$ cat config.mk
export PLATFORM = sky130hd
export DESIGN_NAME = if_fetch_stage_flat
export DESIGN_NICKNAME = d
export VERILOG_FILES = /design/src/rtl/if_fetch_stage_if.sv /design/src/rtl/if_fetch_stage.sv /design/src/flat_wrapper.sv
export SDC_FILE = /design/constraint.sdc
export NUM_CORES = 1
export LEC_CHECK = 0
export CORE_MARGIN = 4
export CORE_UTILIZATION = 41
export DETAILED_ROUTE_END_ITERATION = 6
export PLACE_DENSITY = 0.76
export SLEW_MARGIN = 20
export SYNTH_ARGS = -nofsm -noshare
export SYNTH_HDL_FRONTEND = slang
export SYNTH_SLANG_ARGS = --single-unit
$ cat constraint.sdc
create_clock -name clk -period 1.9 [get_ports clk]
set_clock_uncertainty 0.2 [all_clocks]
set_input_delay 0.38 -clock clk [delete_from_list [all_inputs] [get_ports clk]]
set_output_delay 0.38 -clock clk [all_outputs]
set_load 0.03 [all_outputs]
$ cat src/rtl/if_fetch_stage_if.sv
// Instruction-memory port of the fetch stage: one-cycle request pulse out,
// one-cycle read-data-valid pulse back.
interface if_fetch_stage_if;
  // Handshake: imem_req is a single-cycle pulse that memory always accepts at
  // the clock edge; imem_addr is valid with it. Exactly one imem_rvalid pulse
  // answers each request, at least one cycle later, with imem_rdata valid in
  // the same cycle. There is no ready/backpressure in either direction.
  logic        imem_req;
  logic [31:0] imem_addr;
  logic        imem_rvalid;
  logic [31:0] imem_rdata;

  modport master (
    output imem_req,
    output imem_addr,
    input  imem_rvalid,
    input  imem_rdata
  );

  modport slave (
    input  imem_req,
    input  imem_addr,
    output imem_rvalid,
    output imem_rdata
  );
endinterface

$ cat src/rtl/if_fetch_stage.sv
// PC register and instruction-fetch stage: one outstanding fetch at a time,
// result loaded into the IF/ID register, with stall, flush and kill handling.
module if_fetch_stage #(
  parameter logic [31:0] RESET_PC = 32'h0000_0000,
  parameter logic [31:0] NOP_INST = 32'h0000_0013
) (
  input  logic                    clk,
  input  logic                    rstn,
  input  logic [31:0]             npc_i,
  input  logic                    pc_write_i,
  input  logic                    ifid_stall_i,
  input  logic                    flush_i,
  if_fetch_stage_if.master        imem,
  output logic [31:0]             pc_o,
  output logic                    ifid_valid_o,
  output logic [31:0]             ifid_pc_o,
  output logic [31:0]             ifid_inst_o,
  output logic                    fetch_busy_o,
  output logic [1:0]              state_o
);

  typedef enum logic [1:0] {
    ST_RST  = 2'd0,
    ST_REQ  = 2'd1,
    ST_WAIT = 2'd2,
    ST_HOLD = 2'd3
  } state_e;

  state_e      state_q, state_d;
  logic [31:0] pc_q, pc_d;
  logic        kill_q, kill_d;
  logic [31:0] hold_q, hold_d;
  logic        ifid_valid_q, ifid_valid_d;
  logic [31:0] ifid_pc_q, ifid_pc_d;
  logic [31:0] ifid_inst_q, ifid_inst_d;
  logic        req_q, req_d;
  logic        busy_q, busy_d;

  logic        advance;
  logic        take_npc;
  logic        load;
  logic [31:0] load_inst;
  logic [31:0] npc_aligned;
  logic [1:0]  unused_npc_lo;

  assign advance       = pc_write_i & ~ifid_stall_i;
  assign npc_aligned   = {npc_i[31:2], 2'b00};
  assign unused_npc_lo = npc_i[1:0];

  always_comb begin
    state_d   = state_q;
    kill_d    = kill_q;
    hold_d    = hold_q;
    take_npc  = 1'b0;
    load      = 1'b0;
    load_inst = hold_q;

    case (state_q)
      ST_RST: state_d = ST_REQ;

      // The request goes out this cycle regardless; a flush only marks it dead.
      ST_REQ: begin
        state_d = ST_WAIT;
        if (flush_i) begin
          take_npc = 1'b1;
          kill_d   = 1'b1;
        end
      end

      ST_WAIT: begin
        if (!imem.imem_rvalid) begin
          if (flush_i) begin
            take_npc = 1'b1;
            kill_d   = 1'b1;
          end
        end else if (kill_q || flush_i) begin
          kill_d   = 1'b0;
          take_npc = flush_i;
          state_d  = ST_REQ;
        end else if (advance) begin
          load      = 1'b1;
          load_inst = imem.imem_rdata;
          take_npc  = 1'b1;
          state_d   = ST_REQ;
        end else begin
          hold_d  = imem.imem_rdata;
          state_d = ST_HOLD;
        end
      end

      ST_HOLD: begin
        if (flush_i) begin
          hold_d   = NOP_INST;
          take_npc = 1'b1;
          state_d  = ST_REQ;
        end else if (advance) begin
          load      = 1'b1;
          load_inst = hold_q;
          take_npc  = 1'b1;
          state_d   = ST_REQ;
        end
      end

      default: state_d = ST_RST;
    endcase

    pc_d = take_npc ? npc_aligned : pc_q;
  end

  // IF/ID register: flush beats stall beats load; otherwise insert a bubble.
  always_comb begin
    ifid_valid_d = ifid_valid_q;
    ifid_pc_d    = ifid_pc_q;
    ifid_inst_d  = ifid_inst_q;
    if (flush_i) begin
      ifid_valid_d = 1'b0;
      ifid_inst_d  = NOP_INST;
    end else if (ifid_stall_i) begin
      ifid_valid_d = ifid_valid_q;
    end else if (load) begin
      ifid_valid_d = 1'b1;
      ifid_pc_d    = pc_q;
      ifid_inst_d  = load_inst;
    end else begin
      ifid_valid_d = 1'b0;
      ifid_inst_d  = NOP_INST;
    end
  end

  assign req_d  = (state_d == ST_REQ);
  assign busy_d = (state_d == ST_WAIT);

  always_ff @(posedge clk or negedge rstn) begin
    if (!rstn) begin
      state_q      <= ST_RST;
      pc_q         <= {RESET_PC[31:2], 2'b00};
      kill_q       <= 1'b0;
      hold_q       <= NOP_INST;
      ifid_valid_q <= 1'b0;
      ifid_pc_q    <= 32'h0;
      ifid_inst_q  <= NOP_INST;
      req_q        <= 1'b0;
      busy_q       <= 1'b0;
    end else begin
      state_q      <= state_d;
      pc_q         <= pc_d;
      kill_q       <= kill_d;
      hold_q       <= hold_d;
      ifid_valid_q <= ifid_valid_d;
      ifid_pc_q    <= ifid_pc_d;
      ifid_inst_q  <= ifid_inst_d;
      req_q        <= req_d;
      busy_q       <= busy_d;
    end
  end

  assign imem.imem_req  = req_q;
  assign imem.imem_addr = pc_q;
  assign pc_o           = pc_q;
  assign ifid_valid_o   = ifid_valid_q;
  assign ifid_pc_o      = ifid_pc_q;
  assign ifid_inst_o    = ifid_inst_q;
  assign fetch_busy_o   = busy_q;
  assign state_o        = state_q;

endmodule

$ cat src/flat_wrapper.sv
// flat-port wrapper written by rule: the top's interface ports become plain ports
module if_fetch_stage_flat 
#(
  parameter logic [31:0] RESET_PC = 32'h0000_0000,
  parameter logic [31:0] NOP_INST = 32'h0000_0013
)
  (clk, rstn, npc_i, pc_write_i, ifid_stall_i, flush_i, pc_o, ifid_valid_o, ifid_pc_o, ifid_inst_o, fetch_busy_o, state_o, imem_imem_req, imem_imem_addr, imem_imem_rvalid, imem_imem_rdata);
  if_fetch_stage_if imem_i ();
  input  logic clk;
  input  logic rstn;
  input  logic [31:0] npc_i;
  input  logic pc_write_i;
  input  logic ifid_stall_i;
  input  logic flush_i;
  output logic [31:0] pc_o;
  output logic ifid_valid_o;
  output logic [31:0] ifid_pc_o;
  output logic [31:0] ifid_inst_o;
  output logic fetch_busy_o;
  output logic [1:0] state_o;
  output wire logic [$bits(imem_i.imem_req)-1:0] imem_imem_req;
  output wire logic [$bits(imem_i.imem_addr)-1:0] imem_imem_addr;
  input wire logic [$bits(imem_i.imem_rvalid)-1:0] imem_imem_rvalid;
  input wire logic [$bits(imem_i.imem_rdata)-1:0] imem_imem_rdata;
  assign imem_imem_req = imem_i.imem_req;
  assign imem_imem_addr = imem_i.imem_addr;
  assign imem_i.imem_rvalid = imem_imem_rvalid;
  assign imem_i.imem_rdata = imem_imem_rdata;
  if_fetch_stage #(.RESET_PC(RESET_PC), .NOP_INST(NOP_INST)) u_core (.clk(clk), .rstn(rstn), .npc_i(npc_i), .pc_write_i(pc_write_i), .ifid_stall_i(ifid_stall_i), .flush_i(flush_i), .imem(imem_i), .pc_o(pc_o), .ifid_valid_o(ifid_valid_o), .ifid_pc_o(ifid_pc_o), .ifid_inst_o(ifid_inst_o), .fetch_busy_o(fetch_busy_o), .state_o(state_o));
endmodule
; After elaboration in Yosys (flattened, before gate mapping)
; Index checks and enable logic that the tools add are counted.
[classes]
n_bitwise = 3
multipliers = 0
n_reduce_logical = 7
div = 0
order_cmp = 0
muxes = 35
n_eq_ne = 11
shift = 0
n_addsub = 0
[ops]
columns = op, n
row1 = $mux W32, 11
row2 = $pmux W32 S2, 1
row3 = $mux W1, 14
row4 = $mux W2, 5
row5 = $ne A2 B2 Y1 const B, 4
row6 = $pmux W2 S4, 1
row7 = $eq A2 B2 Y1 const B, 3
row8 = $reduce_and A5 Y1, 1
row9 = $eq A2 B1 Y1 const B, 2
row10 = $pmux W1 S2, 2
row11 = $reduce_bool A2 Y1, 2
row12 = $ne A3 B2 Y1 const B, 1
row13 = $pmux W1 S3, 1
row14 = $reduce_and A3 Y1, 1
row15 = $logic_not A2 Y1, 1
row16 = $ne A2 B1 Y1 const B, 1
row17 = $not A1 Y1, 2
row18 = $reduce_and A2 Y1, 1
row19 = $and A1 B1 Y1, 1
row20 = $logic_or A1 B1 Y1, 1
[totals]
word_cells = 65
romBits = 0
in_bits = 70
latchBits = 0
register_bits = 130
mem_count = 0
ram_bits = 0

; Longest topological paths before layout
; Gate-level depths: netlist of the first run.
[depth]
ltp_word = 9
depth_mapped = 7
depth_no_buf = 5

; Least setup slack after synthesis of the first run
; OpenSTA, ideal clock, no wires.
[synth_path]
path_type = flip-flop to flip-flop
startpoint = register u_core.state_q[0], in the netlist u_core.state_o[0]
endpoint = register u_core.pc_q[10], in the netlist u_core.imem.imem_addr[10]
stages_incl_launch_ff = 7
slack_ns = -0.279
t_arrival_ns = 1.854
t_required_ns = 1.575
path_cell_list = dfrtp_1 -> inv_1 -> ha_1 -> a211o_1 -> o2111ai_2 -> buf_6 -> mux2_4
[synth_between]
elab_chain_cells = 2
elab_cells_between_ends = 4
cone_classes = 3 x eq/ne / 1 x mux
[synth_lines]
columns = element, line_no
row1 = "start, declared", if_fetch_stage.sv:29  ; state_e state_q, state_d;
row2 = "start signal, assigned", if_fetch_stage.sv:145  ; state_q <= state_d;
row3 = $eq A2 B2 Y1 / $eq A2 B1 Y1 (equally long branches), if_fetch_stage.sv:58  ; case (state_q)
row4 = $pmux W1 S3 *, if_fetch_stage.sv:58
row5 = "end signal, assigned", if_fetch_stage.sv:136  ; pc_q <= {RESET_PC[31:2], 2'b00};
row6 = "end signal, assigned", if_fetch_stage.sv:146  ; pc_q <= pc_d;
row7 = "end, declared", if_fetch_stage.sv:30  ; logic [31:0] pc_q, pc_d;
; Every way passes the cells marked *; elsewhere a longest branch is shown, timed or not.
; A chain may end at the register's enable or synchronous reset.

; Final worst setup path of the first run
[layout_path]
startpoint = register u_core.state_q[0], in the netlist u_core.state_o[0]
endpoint = register u_core.ifid_inst_q[26], in the netlist u_core.ifid_inst_o[26]
[layout_between]
elab_chain_cells = 5
elab_cells_between_ends = 7
cone_classes = 2 x eq/ne / 5 x mux
[layout_lines]
columns = element, line_no
row1 = $eq A2 B2 Y1, if_fetch_stage.sv:58
row2 = $pmux W1 S2 / $mux W32 (equally long branches), --
row3 = $mux W32 *, if_fetch_stage.sv:120  ; end else if (load) begin
row4 = $mux W32 *, if_fetch_stage.sv:118  ; end else if (ifid_stall_i) begin
row5 = $mux W32 *, if_fetch_stage.sv:115  ; if (flush_i) begin
row6 = "end signal, assigned", if_fetch_stage.sv:151  ; ifid_inst_q <= ifid_inst_d;
row7 = "end, declared", if_fetch_stage.sv:35  ; logic [31:0] ifid_inst_q, ifid_inst_d;
; Every way passes the cells marked *; elsewhere a longest branch is shown, timed or not. The select of a mux whose other input is x is not followed.

==> results of run 1 <==
-- metrics by stage --
stage	total power, uW	util, %
finish	15200	65.1
global route	15900	65.1
CTS	14900	63.4
detailed placement	11900	59.0
global placement	11700	59.0
floorplan	9140	-
-- cell type report --
class                      count  area, um2  area share (%)
clock buffer                  23        488            5.32
tap                          180        225            2.45
multi-input combinational    296       2540            27.7
sequential                   130       3260            35.6
timing repair buffer         244       2490            27.1
inverter                       4       15.0           0.164
clock inverter                 9        153            1.66
-- power breakdown --
part / internal (uW) / switching (uW)
Sequential: 3770 / 882
Combinational: 3080 / 3930
Clock: 2330 / 1190
-- cell families (layout without fill, tap and decap cells) --
group | count (synthesis) | count (layout) | synth area share, %
and+or+nand+nor | 150 | 150 | 12.1
DFF | 130 | 130 | 54.5
buffers and inverters | 77 | 280 | 8.28
AOI/OAI and AO/OA | 76 | 76 | 11.1
muxes | 60 | 60 | 13.2
adders and majority gates | 4 | 4 | 0.836
other | 1 | 6 | 0.0626
-- cells in the mapped netlist, types with 2 or more instances --
cell type	n
a221o_1	29
ha_1	4
o221ai_1	29
nor2_1	10
nor3_1	7
nand2_1	87
mux2_2	29
mux2_4	30
a21o_1	2
o21ai_1	2
dfrtp_1	124
and3_1	30
inv_1	3
dfstp_2	6
clkbuf_1	16
nor2b_1	6
buf_2	12
buf_4	37
o22ai_1	3
buf_6	7
a21oi_1	5
-- per-layer routing --
layer,vias to the layer above,track usage [%]
li1,2153,-
met1,2513,27.7
met2,257,34.4
met3,22,5.48
met4,0,6.61
met5,-,0
-- worst paths after layout --
check	to	slack (ps)
setup / recovery	u_core.ifid_inst_o[26]	-100
hold / removal	u_core.ifid_inst_o[13]	230
setup reg to reg	u_core.ifid_inst_o[26]	-100
hold reg to reg	u_core.ifid_valid_o	290
max in group asynchronous	u_core.ifid_pc_o[21]	600
min in group clk	u_core.ifid_valid_o	290
-- layout by cell type (no fill, tap or decap), types with 3 or more instances in the layout --
| cell type | count |
|---|---|
| dfrtp_1 | 122 |
| dlygate4sd2_1 | 120 |
| nand2_1 | 83 |
| clkdlybuf4s50_1 | 66 |
| mux2_4 | 60 |
| and3_1 | 30 |
| a221o_1 | 29 |
| buf_4 | 23 |
| clkbuf_16 | 21 |
| o221ai_1 | 17 |
| buf_12 | 16 |
| o221ai_2 | 12 |
| nor2_1 | 9 |
| buf_6 | 8 |
| nor3_1 | 7 |
| conb_1 | 6 |
| dfstp_2 | 6 |
| nand2_2 | 4 |
| nor2b_2 | 4 |
| clkbuf_8 | 4 |
| bufinv_16 | 4 |
| inv_2 | 3 |
| a21oi_1 | 3 |
| clkinvlp_4 | 3 |
-- registers in the layout, summed over array words and instances (netlist names) --
signal,flops
u_core.ifid_inst_o,32
u_core.imem.imem_req,1
u_core.kill_q,1
u_core.imem.imem_addr,30
u_core.ifid_pc_o,30
u_core.ifid_valid_o,1
u_core.fetch_busy_o,1
u_core.hold_q,32
u_core.state_o,2
-- timing repair --
| item | CTS | global route |
|---|---|---|
| pin swaps | 0 | 1 |
| hold buffers | 1 | 0 |
| hold endpoints to repair | 24 | 0 |
| buffers inserted | 2 | 1 |
| cloned | 2 | 4 |
| setup endpoints to repair | 213 | 116 |
| resized for setup | 145 | 36 |
==> flow_metrics.env, run 1 <==
export IMPL_status="complete, but fails checks"
export IMPL_violations="negative setup slack"
export IMPL_synth_area_leaders="dfrtp_1 (52%), mux2_4 (7.5%), mux2_2 (5.5%), nand2_1 (5.5%), a221o_1 (4.8%)"
export IMPL_via_per_inst=5.58
export IMPL_dp_slack_ps=-481
export IMPL_setup_slack_ps=-99.0
export IMPL_grt_pass1_vias=5045
export IMPL_synth_area_mm2=0.00599
export IMPL_wl_met2_um=9110
export IMPL_critPathMaxStageDelay_ps=460
export IMPL_route_met3_wl_um=1560
export IMPL_rsz0062_at_grt="yes"
export IMPL_grt_usage_pct=21.1
export IMPL_cts_tree="built"
export IMPL_num_nets_final=767
export IMPL_finalWirelength_um=18300
export IMPL_synth_top_cell_by_area="dfrtp_1"
export IMPL_die_x_um=129
export IMPL_drtPass1Iterations=5
export IMPL_drv_slew=0
export IMPL_max_freq_ghz=0.500
export IMPL_grt_ovfl_total=0
export IMPL_ios=203
export IMPL_reg2reg_from="u_core.state_o[0]"
export IMPL_rows=43
export IMPL_syn_to_final_growth_pct=53.3
export IMPL_hold_slack_ps=229
export IMPL_clockBufferDepth=2
export IMPL_die_area_mm2=0.0166
export IMPL_ir_drop_mv=0.695
export IMPL_synth_avg_cell_area_um2=12.0
export IMPL_placed_cells=844
export IMPL_fin_crit_ps=2000
export IMPL_startpoint_type="flop"
export IMPL_syn_inst=498
export IMPL_gp_congestion=0.788
export IMPL_cts_buffers=17
export IMPL_clk_pin_slew_ps=60
export IMPL_r2r_cells=6
export IMPL_crit_start="u_core.state_o[0]"
export IMPL_drc_errors=0
export IMPL_finalSetupTns_ps=-4780
export IMPL_wl_met1_um=7470
export IMPL_synth_top_area_share_pct=51.8
export IMPL_dpl_hpwl_um=11800
export IMPL_synth_flop_cell="dfrtp_1"
export IMPL_final_cells=886
export IMPL_arrival_ps=2090
export IMPL_endpoint_kind="flop"
export IMPL_hold_viol=0
export IMPL_finish_instance_area_mm2=0.00918
export IMPL_worstPathRequired_ps=1990
export IMPL_portBuffers=194
export IMPL_p_leak_uw=0.00450
export IMPL_initial_utilization_pct=42.5
export IMPL_synth_seq_area_share_pct=54.5
export IMPL_cp_num_cells=6
export IMPL_grt_antenna_before_repair=0
export IMPL_criticalPathCategory="reg2reg"
export IMPL_min_period_over_period_pct=105
export IMPL_async_flop_share_pct=100
export IMPL_grt_max_degree=64
export IMPL_crit_slowest_cell="dfrtp_2"
export IMPL_critPathBufInv=2
export IMPL_fill_cells=1069
export IMPL_cts_sinks=130
export IMPL_synth_seq_cells=130
export IMPL_yosys_warnings=0
export IMPL_die_h_um=129
export IMPL_core_mm2=0.0141
export IMPL_placed_area_mm2=0.00831
export IMPL_min_path_type="in2async"
export IMPL_wl_per_cell_um=20.7
export IMPL_antenna_cells=0
export IMPL_drt_iter0_markers=360
export IMPL_max_cap_viol_count=0
export IMPL_drive_above_1_share_pct=27.3
export IMPL_detail_route_antenna_nets=0
export IMPL_vias=4945
export IMPL_synth_edf_count=0
export IMPL_cp_top_family="flip-flops"
export IMPL_synth_distinct_cells=41
export IMPL_critical_path_cell_chain="inv_2 > ha_4 > nand4_2 > buf_12 > and3_1 > a221o_1"
export IMPL_powerDensity_mw_per_mm2=1650
export IMPL_grt_first_pass_wirelength_um=27500
export IMPL_htree_num_levels=4
export IMPL_setup_viol_count_final=90
export IMPL_cts_root_buffer="clkbuf_16"
export IMPL_dr_max_layer_used="met4"
export IMPL_cp_max_fo=32
export IMPL_clkLatencyLatePin_ps=410
No activity file was read; power rests on OpenSTA's default activity.
==> run 2, diff against run 1 <==
--- a/config.mk
+++ b/config.mk
@@ -9,6 +9,7 @@
 export CORE_UTILIZATION = 41
 export DETAILED_ROUTE_END_ITERATION = 6
 export PLACE_DENSITY = 0.76
+export REMOVE_ABC_BUFFERS = 1
 export SLEW_MARGIN = 20
 export SYNTH_ARGS = -nofsm -noshare
 export SYNTH_HDL_FRONTEND = slang
==> flow_metrics.env, run 2 (same netlist as run 1, synthesis figures left out) <==
export IMPL_status="complete, but fails checks"
export IMPL_violations="negative setup slack"
export IMPL_tightest_slew_ps=547
export IMPL_setup_slack_ps=-198
export IMPL_grt_ovfl_total=0
export IMPL_p_leak_uw=0.00471
export IMPL_initial_utilization_pct=42.5
export IMPL_hold_viol=0
export IMPL_grt_pass1_vias=5346
export IMPL_syn_to_final_growth_pct=67.0
export IMPL_die_x_um=129
export IMPL_clkLatencyLatePin_ps=430
export IMPL_rsz0062_at_grt="yes"
export IMPL_final_common_cell="dfrtp_1"
export IMPL_cts_root_buffer="clkbuf_16"
export IMPL_internal_power_uw=10000
export IMPL_clockBufferDepth=2
export IMPL_min_period_over_period_pct=110
export IMPL_rows=43
export IMPL_portBuffers=194
export IMPL_arrival_ps=2210
export IMPL_placed_cells=842
export IMPL_die_area_mm2=0.0166
export IMPL_grt_max_degree=43
export IMPL_slew_headroom_pct=63.5
export IMPL_core_mm2=0.0141
export IMPL_worstPathRequired_ps=2010
export IMPL_wl_per_cell_um=24.0
export IMPL_cp_max_fo=6
export IMPL_vias=5161
export IMPL_p_sw_share_pct=39.8
export IMPL_r2r_cells=7
export IMPL_crit_start="u_core.state_o[1]"
export IMPL_fin_crit_ps=2100
export IMPL_ios=203
export IMPL_r2r_slack_ps=-200
export IMPL_max_cap_viol_count=0
export IMPL_setup_viol_count_final=91
export IMPL_die_h_um=129
export IMPL_detail_route_antenna_nets=0
export IMPL_final_cell_mix="dfrtp_1 (122), dlygate4sd2_1 (114), nand2_1 (79)"
export IMPL_grt_antenna_before_repair=0
export IMPL_grt_first_pass_wirelength_um=30800
export IMPL_cts_sinks=130
export IMPL_min_path_type="in2reg"
export IMPL_clk_pin_slew_ps=60
export IMPL_drive_above_1_share_pct=38.3
export IMPL_cts_tree="built"
export IMPL_finalWirelength_um=21900
export IMPL_drt_iter0_markers=347
export IMPL_p_comb_share_pct=48.3
export IMPL_cp_endpoint="u_core.imem.imem_addr[23]"
export IMPL_htree_num_levels=4
export IMPL_endpoint_kind="flop"
export IMPL_gp_congestion=0.801
export IMPL_drtPass1Iterations=5
export IMPL_finish_instance_area_mm2=0.0100
export IMPL_criticalPathCategory="reg2reg"
export IMPL_reg2reg_from="u_core.state_o[1]"
export IMPL_drc_errors=0
export IMPL_cts_buffers=17
export IMPL_p_seq_share_pct=28.3
export IMPL_p_clk_share_pct=23.4
export IMPL_powerDensity_mw_per_mm2=1660
export IMPL_ir_drop_mv=1.03
export IMPL_placed_area_mm2=0.00812
export IMPL_grt_usage_pct=24.4
export IMPL_final_cells=913
export IMPL_drv_slew=0
export IMPL_antenna_cells=0
export IMPL_r2r_end="u_core.imem.imem_addr[23]"
export IMPL_max_freq_ghz=0.477
export IMPL_num_nets_final=794
export IMPL_dpl_hpwl_um=11900
export IMPL_startpoint_type="flop"
export IMPL_via_per_inst=5.65
export IMPL_p_sw_uw=6630
-- run 2: worst max-delay path, cell delays in order, from the launching register on --
cell,delay (ps)
dfrtp_2,460
ha_4,210
buf_6,120
nor2_2,130
o21ai_2,100
o2111ai_4,240
buf_6,210
mux2_4,300
-- run 2: what timing repair did --
item                                    CTS  global route
resized for setup                       219           115
setup buffers                            25             7
endpoints found under the setup margin  248           131
pin swaps                                15            34
hold buffers                              1             0
hold endpoints to repair                 26             0
cloned                                   12             4
-- run 2: layout make-up --
| type | count | area, um2 |
|---|---|---|
| Inverter | 4 | 15.0 |
| Clock inverter | 13 | 256 |
| Clock buffer | 19 | 443 |
| Tap cell | 180 | 225 |
| Fill cell | 941 | 4100 |
| Timing Repair Buffer | 270 | 2860 |
| Multi-Input combinational cell | 297 | 2930 |
| Sequential cell | 130 | 3260 |
-- run 2: power groups by stage --
| stage | clock network [uW] | registers (uW) | logic, uW |
|---|---|---|---|
| 2_1_floorplan | 0 | 6420 | 1960 |
| 3_3_place_gp | 0 | 4540 | 6920 |
| 3_5_place_dp | 0 | 4610 | 7060 |
| 4_1_cts | 3910 | 4600 | 7370 |
| 5_1_grt | 4050 | 4820 | 8390 |
| 6_report | 3890 | 4710 | 8040 |
-- run 2: per-stage QoR --
step	worst slack [ps]	TNS, ps	utilization [%]	power, uW	hold slack (ps)
2_1_floorplan	-2040	-226590	-	8380	-116
3_3_place_gp	-479	-47310	57.6	11500	175
3_5_place_dp	-566	-52520	57.6	11700	180
4_1_cts	-157	-9520	67.4	15900	298
5_1_grt	-253	-17030	70.9	17300	292
6_report	-198	-11010	70.9	16600	253
-- run 2: how the worst min path moves through the flow --
stage                       start                    end  slack (ps)  depth (start not counted)
after floorplan              rstn    u_core.fetch_busy_o        -120                          0
after global placement       rstn   u_core.ifid_pc_o[17]         170                          1
after detailed placement     rstn    u_core.ifid_pc_o[4]         180                          1
after CTS                    rstn      u_core.hold_q[18]         300                          2
after global routing      flush_i  u_core.ifid_inst_o[1]         290                          4
final                     flush_i  u_core.ifid_inst_o[1]         250                          4
-- run 2: metal layers --
layer  global-route usage, %  vias up  part of all wire [%]
met5                       0        -                     0
met4                    8.89        0                   2.5
met3                    5.44       54                   6.0
met2                    42.0      247                    53
met1                    30.0     2656                    38
li1                        -     2204                     -
==> run 3, diff against run 2 <==
--- a/config.mk
+++ b/config.mk
@@ -5,10 +5,11 @@
 export SDC_FILE = /design/constraint.sdc
 export NUM_CORES = 1
 export LEC_CHECK = 0
+export ABC_CLOCK_PERIOD_IN_PS = 1900
 export CORE_MARGIN = 4
-export CORE_UTILIZATION = 41
+export CORE_UTILIZATION = 35
 export DETAILED_ROUTE_END_ITERATION = 6
-export PLACE_DENSITY = 0.76
+export PLACE_DENSITY = 0.67
 export REMOVE_ABC_BUFFERS = 1
 export SLEW_MARGIN = 20
 export SYNTH_ARGS = -nofsm -noshare
==> flow_metrics.env, run 3 (same netlist as run 1, synthesis figures left out) <==
export IMPL_initial_utilization_pct=35.8
export IMPL_grt_ovfl_total=0
export IMPL_r2r_slack_ps=-150
export IMPL_setup_slack_ps=-145
export IMPL_reg2reg_from="u_core.state_o[1]"
export IMPL_crit_start="u_core.state_o[1]"
export IMPL_rows=47
export IMPL_grt_antenna_before_repair=0
export IMPL_arrival_ps=2150
export IMPL_hold_viol=0
export IMPL_grt_pass1_vias=5329
export IMPL_status="complete, but fails checks"
export IMPL_drtPass1Iterations=5
export IMPL_p_leak_uw=0.00472
export IMPL_max_cap_viol_count=0
export IMPL_clockBufferDepth=2
export IMPL_die_area_mm2=0.0193
export IMPL_placed_cells=877
export IMPL_rsz0062_at_grt="yes"
export IMPL_r2r_end="u_core.imem.imem_addr[30]"
export IMPL_cp_endpoint="u_core.imem.imem_addr[30]"
export IMPL_via_per_inst=5.26
export IMPL_grt_max_degree=47
export IMPL_antenna_cells=0
export IMPL_core_mm2=0.0167
export IMPL_ir_drop_mv=1.02
export IMPL_endpoint_kind="flop"
export IMPL_cts_sinks=130
export IMPL_detail_route_antenna_nets=0
export IMPL_num_nets_final=793
export IMPL_drv_slew=0
export IMPL_startpoint_type="flop"
export IMPL_finalWirelength_um=20900
export IMPL_r2r_cells=6
export IMPL_ios=203
export IMPL_violations="negative setup slack"
export IMPL_criticalPathCategory="reg2reg"
export IMPL_min_path_type="in2async"
export IMPL_clkLatencyLatePin_ps=410
export IMPL_syn_to_final_growth_pct=68.2
export IMPL_grt_first_pass_wirelength_um=30700
export IMPL_drc_errors=0
export IMPL_cts_buffers=17
export IMPL_placed_area_mm2=0.00817
export IMPL_final_cells=952
export IMPL_fin_crit_ps=2050
export IMPL_drive_above_1_share_pct=36.6
export IMPL_setup_viol_count_final=123
export IMPL_dpl_hpwl_um=11800
export IMPL_die_h_um=139
export IMPL_htree_num_levels=4
export IMPL_drt_iter0_markers=246
export IMPL_portBuffers=194
export IMPL_max_freq_ghz=0.489
export IMPL_die_x_um=139
export IMPL_hold_slack_ps=270
export IMPL_worstPathRequired_ps=2000
export IMPL_min_period_over_period_pct=108
export IMPL_clk_pin_slew_ps=60
export IMPL_cts_tree="built"
export IMPL_gp_congestion=0.830
export IMPL_cp_max_fo=18
export IMPL_final_cell_mix="dfrtp_1 (122), dlygate4sd2_1 (120), nand2_1 (83)"
export IMPL_cts_root_buffer="clkbuf_16"
export IMPL_grt_usage_pct=20.2
export IMPL_wl_per_cell_um=22.0
export IMPL_powerDensity_mw_per_mm2=1620
export IMPL_finish_instance_area_mm2=0.0101
export IMPL_vias=5008
export IMPL_final_common_cell="dfrtp_1"
run 3: changes by cell type in the layout (fill, tap and decap cells not counted), sizes merged, moves of 2 or more:
cell           before  now
clkbuf             23   26
inv                 4    6
clkdlybuf4s15      10    3
clkinvlp            2    4
clkinv              4    0
dlygate4sd2       114  120
run 3: power breakdown:
group	switching [uW]	internal, uW	leakage (uW)	total [uW]
sequential	861	3770	0.00167	4630
combinational	4320	3650	0.00274	7970
clock	1240	2500	0.000313	3750
total	6430	9920	0.00472	16300
run 3: layer usage:
metal / vias to the layer above / GRT usage (%) / wire, um / part of all wire (%)
li1: 2198 / - / - / -
met2: 182 / 35.7 / 11000 / 52
met1: 2595 / 24.5 / 8520 / 41
met3: 33 / 5.21 / 1030 / 4.9
met4: 0 / 5.61 / 395 / 1.9
met5: - / 0 / 0 / 0
run 3: final cells by class:
type / instances / area, um2
clock buffer: 20 / 447
clock inverter: 12 / 228
fill: 1339 / 6630
inverter: 4 / 15.0
multi-input combinational: 296 / 2890
sequential: 130 / 3260
tap: 220 / 275
timing repair buffer: 270 / 2950
run 3: how the worst min path moves through the flow:
stage	start	endpoint
floorplan	rstn	u_core.fetch_busy_o
global placement	rstn	u_core.imem.imem_addr[13]
detailed placement	rstn	u_core.imem.imem_addr[6]
CTS	u_core.ifid_valid_o	u_core.ifid_valid_o
global route	u_core.ifid_valid_o	u_core.ifid_valid_o
finish	rstn	u_core.imem.imem_addr[6]
run 3: worst max-delay path, stage by stage (launching register included):
cell,delay [ps]
dfrtp_2,440
buf_6,140
ha_4,170
a211o_1,260
o2111ai_4,160
buf_12,240
mux2_4,310
run 3: what timing repair did:
action                                  CTS  global route
hold endpoints to repair                 35             0
buffers inserted                         16            14
cloned                                   12             6
endpoints found under the setup margin  245           127
pin swaps                                 7            40
resized for setup                       207            94
hold buffers                              1             0
run 3: per-stage QoR:
step / worst slack (ps) / utilization (%) / setup TNS [ps] / total power (uW)
finish: -145 / 60.3 / -7320 / 16300
global route: -169 / 60.3 / -11270 / 17000
CTS: -152 / 56.9 / -10150 / 15700
detailed placement: -501 / 48.9 / -52180 / 11600
global placement: -434 / 48.9 / -45070 / 11400
floorplan: -2040 / - / -226590 / 8380
